File: config.mk
export PLATFORM = sky130hd
export DESIGN_NAME = ofdm_symbol_serializer
export DESIGN_NICKNAME = d
export VERILOG_FILES = /design/src/rtl/ofdm_symbol_serializer.sv
export SDC_FILE = /design/constraint.sdc
export NUM_CORES = 2
export LEC_CHECK = 0
export CORE_ASPECT_RATIO = 1.75
export CORE_UTILIZATION = 60
export DETAILED_ROUTE_END_ITERATION = 8
export GPL_ROUTABILITY_DRIVEN = 0
export PLACE_DENSITY = 0.89
export SLEW_MARGIN = 20
export SYNTH_ARGS = -nofsm -noshare
export SYNTH_HDL_FRONTEND = slang
export SYNTH_SLANG_ARGS = --single-unit
export TNS_END_PERCENT = 20
File: constraint.sdc
create_clock -name i_clk -period 6.9 [get_ports i_clk]
set_clock_uncertainty 0.15 [all_clocks]
set_input_delay 1.035 -clock i_clk [delete_from_list [all_inputs] [get_ports i_clk]]
set_output_delay 1.035 -clock i_clk [all_outputs]
set_load 0.05 [all_outputs]
File: src/rtl/ofdm_symbol_serializer.sv
// Captures a full parallel OFDM symbol, prepends a cyclic prefix and streams it out
// one complex sample per valid/ready beat, with a one-deep pending symbol buffer.
module ofdm_symbol_serializer #(
  parameter int WORD_SIZE = 16,
  parameter int N_POINTS  = 16,
  parameter int CP_LEN    = 4
) (
  input  logic                          i_clk,
  input  logic                          i_rst,
  input  logic                          i_sym_valid,
  input  logic [N_POINTS*WORD_SIZE-1:0] i_sym_re,
  input  logic [N_POINTS*WORD_SIZE-1:0] i_sym_im,
  input  logic                          i_ready,
  output logic                          o_valid,
  output logic [WORD_SIZE-1:0]          o_re,
  output logic [WORD_SIZE-1:0]          o_im,
  output logic                          o_sop,
  output logic                          o_eop,
  output logic                          o_busy,
  output logic                          o_overflow
);

  localparam int IDX_W = $clog2(N_POINTS) + 1;
  localparam int SYM_W = N_POINTS * WORD_SIZE;
  localparam logic [IDX_W-1:0] LAST_IDX  = IDX_W'(N_POINTS - 1);
  localparam logic [IDX_W-1:0] START_IDX = (CP_LEN > 0) ? IDX_W'(N_POINTS - CP_LEN) : '0;

  typedef enum logic [1:0] {
    ST_IDLE,
    ST_CP,
    ST_BODY
  } state_t;

  localparam state_t START_STATE = (CP_LEN > 0) ? ST_CP : ST_BODY;

  state_t               state_q, state_d;
  logic [IDX_W-1:0]     idx_q, idx_d;
  logic [SYM_W-1:0]     act_re_q, act_re_d;
  logic [SYM_W-1:0]     act_im_q, act_im_d;
  logic [SYM_W-1:0]     pend_re_q, pend_re_d;
  logic [SYM_W-1:0]     pend_im_q, pend_im_d;
  logic                 pend_full_q, pend_full_d;
  logic                 valid_q, valid_d;
  logic [WORD_SIZE-1:0] re_q, re_d;
  logic [WORD_SIZE-1:0] im_q, im_d;
  logic                 sop_q, sop_d;
  logic                 eop_q, eop_d;
  logic                 busy_q, busy_d;
  logic                 overflow_q, overflow_d;

  logic fire;
  logic take_input;
  logic take_pend;
  logic load;
  logic stash;
  logic drop;

  logic [WORD_SIZE-1:0] nxt_re_w [N_POINTS];
  logic [WORD_SIZE-1:0] nxt_im_w [N_POINTS];

  // A new symbol starts either from idle or on the eop transfer; pending has priority.
  assign fire       = valid_q && i_ready;
  assign take_pend  = fire && eop_q && pend_full_q;
  assign take_input = i_sym_valid &&
                      ((state_q == ST_IDLE) || (fire && eop_q && !pend_full_q));
  assign load       = take_input || take_pend;
  assign stash      = i_sym_valid && !take_input && (!pend_full_q || take_pend);
  assign drop       = i_sym_valid && !take_input && pend_full_q && !take_pend;

  always_comb begin
    state_d     = state_q;
    idx_d       = idx_q;
    act_re_d    = act_re_q;
    act_im_d    = act_im_q;
    pend_re_d   = pend_re_q;
    pend_im_d   = pend_im_q;
    pend_full_d = pend_full_q;
    valid_d     = valid_q;
    sop_d       = sop_q;
    eop_d       = eop_q;
    overflow_d  = overflow_q;

    if (load) begin
      act_re_d = take_pend ? pend_re_q : i_sym_re;
      act_im_d = take_pend ? pend_im_q : i_sym_im;
      state_d  = START_STATE;
      idx_d    = START_IDX;
      valid_d  = 1'b1;
      sop_d    = 1'b1;
      eop_d    = 1'b0;
    end else if (fire) begin
      if (eop_q) begin
        state_d = ST_IDLE;
        idx_d   = '0;
        valid_d = 1'b0;
        sop_d   = 1'b0;
        eop_d   = 1'b0;
      end else begin
        sop_d = 1'b0;
        if (state_q == ST_CP && idx_q == LAST_IDX) begin
          state_d = ST_BODY;
          idx_d   = '0;
        end else begin
          idx_d = idx_q + IDX_W'(1);
        end
        eop_d = (state_d == ST_BODY) && (idx_d == LAST_IDX);
      end
    end

    if (take_pend) begin
      pend_full_d = 1'b0;
    end
    if (stash) begin
      pend_re_d   = i_sym_re;
      pend_im_d   = i_sym_im;
      pend_full_d = 1'b1;
    end
    if (drop) begin
      overflow_d = 1'b1;
    end

    busy_d = (state_d != ST_IDLE) || pend_full_d;
  end

  // Word view of the buffer that will be active next cycle.
  generate
    for (genvar gi = 0; gi < N_POINTS; gi++) begin : g_unpack
      assign nxt_re_w[gi] = act_re_d[gi*WORD_SIZE +: WORD_SIZE];
      assign nxt_im_w[gi] = act_im_d[gi*WORD_SIZE +: WORD_SIZE];
    end
  endgenerate

  always_comb begin
    re_d = re_q;
    im_d = im_q;
    if (load || (fire && !eop_q)) begin
      re_d = nxt_re_w[idx_d[IDX_W-2:0]];
      im_d = nxt_im_w[idx_d[IDX_W-2:0]];
    end else if (fire) begin
      re_d = '0;
      im_d = '0;
    end
  end

  always_ff @(posedge i_clk) begin
    if (i_rst) begin
      state_q     <= ST_IDLE;
      idx_q       <= '0;
      act_re_q    <= '0;
      act_im_q    <= '0;
      pend_re_q   <= '0;
      pend_im_q   <= '0;
      pend_full_q <= 1'b0;
      valid_q     <= 1'b0;
      re_q        <= '0;
      im_q        <= '0;
      sop_q       <= 1'b0;
      eop_q       <= 1'b0;
      busy_q      <= 1'b0;
      overflow_q  <= 1'b0;
    end else begin
      state_q     <= state_d;
      idx_q       <= idx_d;
      act_re_q    <= act_re_d;
      act_im_q    <= act_im_d;
      pend_re_q   <= pend_re_d;
      pend_im_q   <= pend_im_d;
      pend_full_q <= pend_full_d;
      valid_q     <= valid_d;
      re_q        <= re_d;
      im_q        <= im_d;
      sop_q       <= sop_d;
      eop_q       <= eop_d;
      busy_q      <= busy_d;
      overflow_q  <= overflow_d;
    end
  end

  assign o_valid    = valid_q;
  assign o_re       = re_q;
  assign o_im       = im_q;
  assign o_sop      = sop_q;
  assign o_eop      = eop_q;
  assign o_busy     = busy_q;
  assign o_overflow = overflow_q;

endmodule

==> impl.org <==
** Worst setup path
- Setup crit start kind :: input port
- The endpoint identified for the worst register-to-register timing path is o_im[4].
- Worst-path maximum fanout :: 19
- At the worst endpoint, the arrival time is 5.14 ns.
- The critical path starts at i_ready.
- Data required time of the critical path :: 7.31 ns
- Critical path endpoint category :: flip-flop
- Critical path endpoint :: o_im[6]
- Worst setup path category :: input port to flip-flop
- Source of the worst register-to-register timing path :: o_eop
- In this run the register-to-register setup slack is 2.61 ns.
- Worst Reg2Reg Path Length in Cells :: 9

** GRT
- Leftover overflow at the end of global routing :: 0
- Maximum number of pins on one net before global-route repair :: 200
- The via count of the first global-routing pass is 42.50k.
- GRT Overall Usage :: 42.68%
- First-pass GRT wire length :: 251.8 mm
- The initial antenna violation count is 54.

** Timing
- Max transition margin :: 18.79%
- RSZ-0062 raised after global routing :: no
- Maximum clock frequency :: 0.2112 GHz
- For the pin with the worst max-slew slack, the measured transition is 1.217 ns.
- Setup slack on the critical path of the routed design comes to 2.165 ns.
- Setup violations remaining at the end of the flow were counted as 0.
- Final hold viol count :: 0
- Final count of pins violating max slew :: 0
- Accumulated negative setup slack :: 0 ns
- Dividing the final minimum period by the clock period gives 68.62%.
- The worst path in the final design needs a cycle of 4.735 ns, including I/O delays and setup.

** Power
- Leakage :: 20.38 nW
- Dividing total power by cell area gives a power density of 261.2 nW/um^2.
- Across the VDD grid, the largest voltage drop is 229.5 uV.

** CTS
- Clock sinks :: 1069
- In this run the deepest clock path goes through 3 buffers.
- Clock latency at the later pin of the worst-skew pair :: 0.68 ns
- Cells resized by post-CTS repair :: 0
- TritonCTS built the clock tree.
- Clock-pin slew was measured on the worst setup and hold paths at 0.07 ns.
- H-tree level count :: 3
- Hold buffer count at CTS :: 0
- Clock Tree Root :: clkbuf_16
- Number of buffers created by CTS :: 93
- Buffers added to address setup during post-CTS repair amount to 0.

** Cells and area
- Final instance area :: 54250 sq um
- After the last flow step, the layout net total stands at 6743.
- Fraction of final layout cells with drive strength greater than 1 :: 4.081%
- At the end of the flow the core is filled with cells to 71.96%.
- Area growth syn-to-layout :: 18.33%
- Cell Count, Final, Fillers Out :: 7352

** Routing
- Via density per instance :: 6.256
- Initial detailed-routing violation count :: 6993
- The routed layout has 46.00k vias.
- After detailed routing, the average wire length per cell comes to 23.21 microns.
- After detailed routing, the number of remaining DRC violations is 0.
- Router iterations before antenna repair :: 8
- The final layout contains routed wiring with a total length of 170.7 mm.
- Number of nets still failing antenna checks after routing :: 0

** Logic synthesis
- In this run, synthesis inferred 0 flip-flops with an integrated enable.
- Total nets after synthesis :: 6571
- In the synthesized netlist, the number of instances is 6053.
- During synthesis, Yosys emitted a total of 0 warnings.
- Synthesis instantiated 61 different standard cells from the library.
- Counting flops with an async set or reset pin after synthesis yields a share of 0%.
- Mean area per synthesized cell :: 7.574 sq um
- Number of synthesized register bits :: 1069
- Netlist area before placement :: 45850 sq um
- Sequential fraction of the synthesis area :: 46.68%
- Predominant post-synthesis flop cell :: dfxtp_1

** Die
- After floorplanning, the core was divided into 133 placement rows.
- Number of top-level pins :: 553
- The core region is 75380 sq um.
- The floorplan step defined a die boundary enclosing 77560 sq um.
- The die is 211.0 microns wide.
- Vertical die dimension :: 367.7 microns
- Starting density of the core :: 60.82%

** Job
- Max-capacitance violation count :: 0

** Placement
- Once detailed placement completed, the half-perimeter wirelength came to 112.1 mm.
- Setup WS pre-CTS :: 1.996 ns
- Port buffering added 552 buffers.
- After detailed placement, the design holds a cell count of 7142.
- The placed instances occupy a cell area of 51050 sq um.

** Outcome
- Run status :: complete, no violations

** Hold path
- Hold Path Class :: flip-flop to flip-flop
-- flip-flops by register name, indices dropped and copies added (netlist names) --
signal       flops
o_re            16
idx_q            5
o_overflow       1
pend_full_q      1
state_q          2
act_im_q       256
o_valid          1
o_busy           1
pend_im_q      256
act_re_q       256
pend_re_q      256
o_eop            1
o_im            16
o_sop            1
-- cell families after synthesis --
| kind of cell | synth area share [%] |
|---|---|
| multiplexers | 3.851 |
| flip-flops | 46.68 |
| XOR/XNOR | 0.05732 |
| AND/OR/NAND/NOR | 24.76 |
| adder cells (fa/ha/maj) | 0.05457 |
| buffers and inverters | 5.243 |
| AO/OA/AOI/OAI | 19.35 |
-- cell usage in the layout, fill, tap and decap left out, types with 40 or more instances in the layout --
master              n
nand3_1           136
clkdlybuf4s50_1   551
nand2_1          2153
o21ai_0            43
a21oi_1           653
mux2i_1           155
a211oi_1           63
nor2_1            592
buf_4              40
a311oi_1          382
dfxtp_1          1069
diode_2            43
clkbuf_16          97
o211ai_1           66
-- cells in the mapped netlist, types with 26 or more instances --
| library cell | n | area [sq um] |
|---|---|---|
| o211a_1 | 26 | 260.3 |
| nand3_1 | 136 | 680.7 |
| nor2_1 | 595 | 2233 |
| a21oi_1 | 653 | 3268 |
| o21ai_0 | 44 | 220.2 |
| buf_2 | 252 | 1261 |
| dfxtp_1 | 1069 | 21400 |
| o211ai_1 | 66 | 495.5 |
| a31oi_1 | 29 | 181.4 |
| clkbuf_1 | 256 | 960.9 |
| a211oi_1 | 63 | 473.0 |
| mux2i_1 | 155 | 1551 |
| nand2_1 | 2153 | 8082 |
| a311oi_1 | 382 | 3346 |
-- metrics by stage --
stage	power [W]	hold slack [ns]
3_3_place_gp	0.008783	0.2885
4_1_cts	0.01407	0.3040
5_1_grt	0.01457	0.3144
2_1_floorplan	0.007993	0.2822
3_5_place_dp	0.008842	0.2953
6_report	0.01417	0.3032
-- area by class of cell --
| type | instances | area, sq um |
|---|---|---|
| antenna | 43 | 107.6 |
| clock buffer | 142 | 2806 |
| clock inverter | 25 | 267.8 |
| fill | 5688 | 21130 |
| inverter | 3 | 11.26 |
| multi-input combinational | 4446 | 22180 |
| sequential | 1069 | 21400 |
| tap | 1012 | 1266 |
| timing repair buffer | 612 | 6213 |
-- worst min-delay path by stage --
stage	from	endpoint	cells past startpoint
2_1_floorplan	pend_im_q[135]	pend_im_q[135]	2
3_3_place_gp	pend_im_q[135]	pend_im_q[135]	2
3_5_place_dp	o_sop	o_sop	2
4_1_cts	pend_re_q[70]	pend_re_q[70]	2
5_1_grt	pend_re_q[133]	pend_re_q[133]	2
6_report	pend_re_q[2]	pend_re_q[2]	2
-- critical path, stage by stage --
cell and delay (ns):
clkdlybuf4s50_1 0.73, and2_1 0.42, o221ai_2 0.27, nor2_1 0.41, nand2_1 0.74, a211oi_1 1.20, a211oi_1 0.13, a2bb2oi_1 0.18
-- layer usage --
metal / track usage (%) / wire length [microns] / part of all wire (%) / vias to the layer above
met5: 0 / 169 / 0.099 / -
met4: 39.02 / 17120 / 10 / 26
met3: 11.16 / 18790 / 11 / 728
met1: 46.98 / 56810 / 33 / 21450
li1: - / - / - / 20950
met2: 67.03 / 77780 / 46 / 2849
-- report_power, final --
group / switching [W] / internal (W)
logic: 0.00123 / 0.000754
registers: 0.000264 / 0.00656
clock network: 0.00241 / 0.00296
Power figures use the tool's default switching activity.
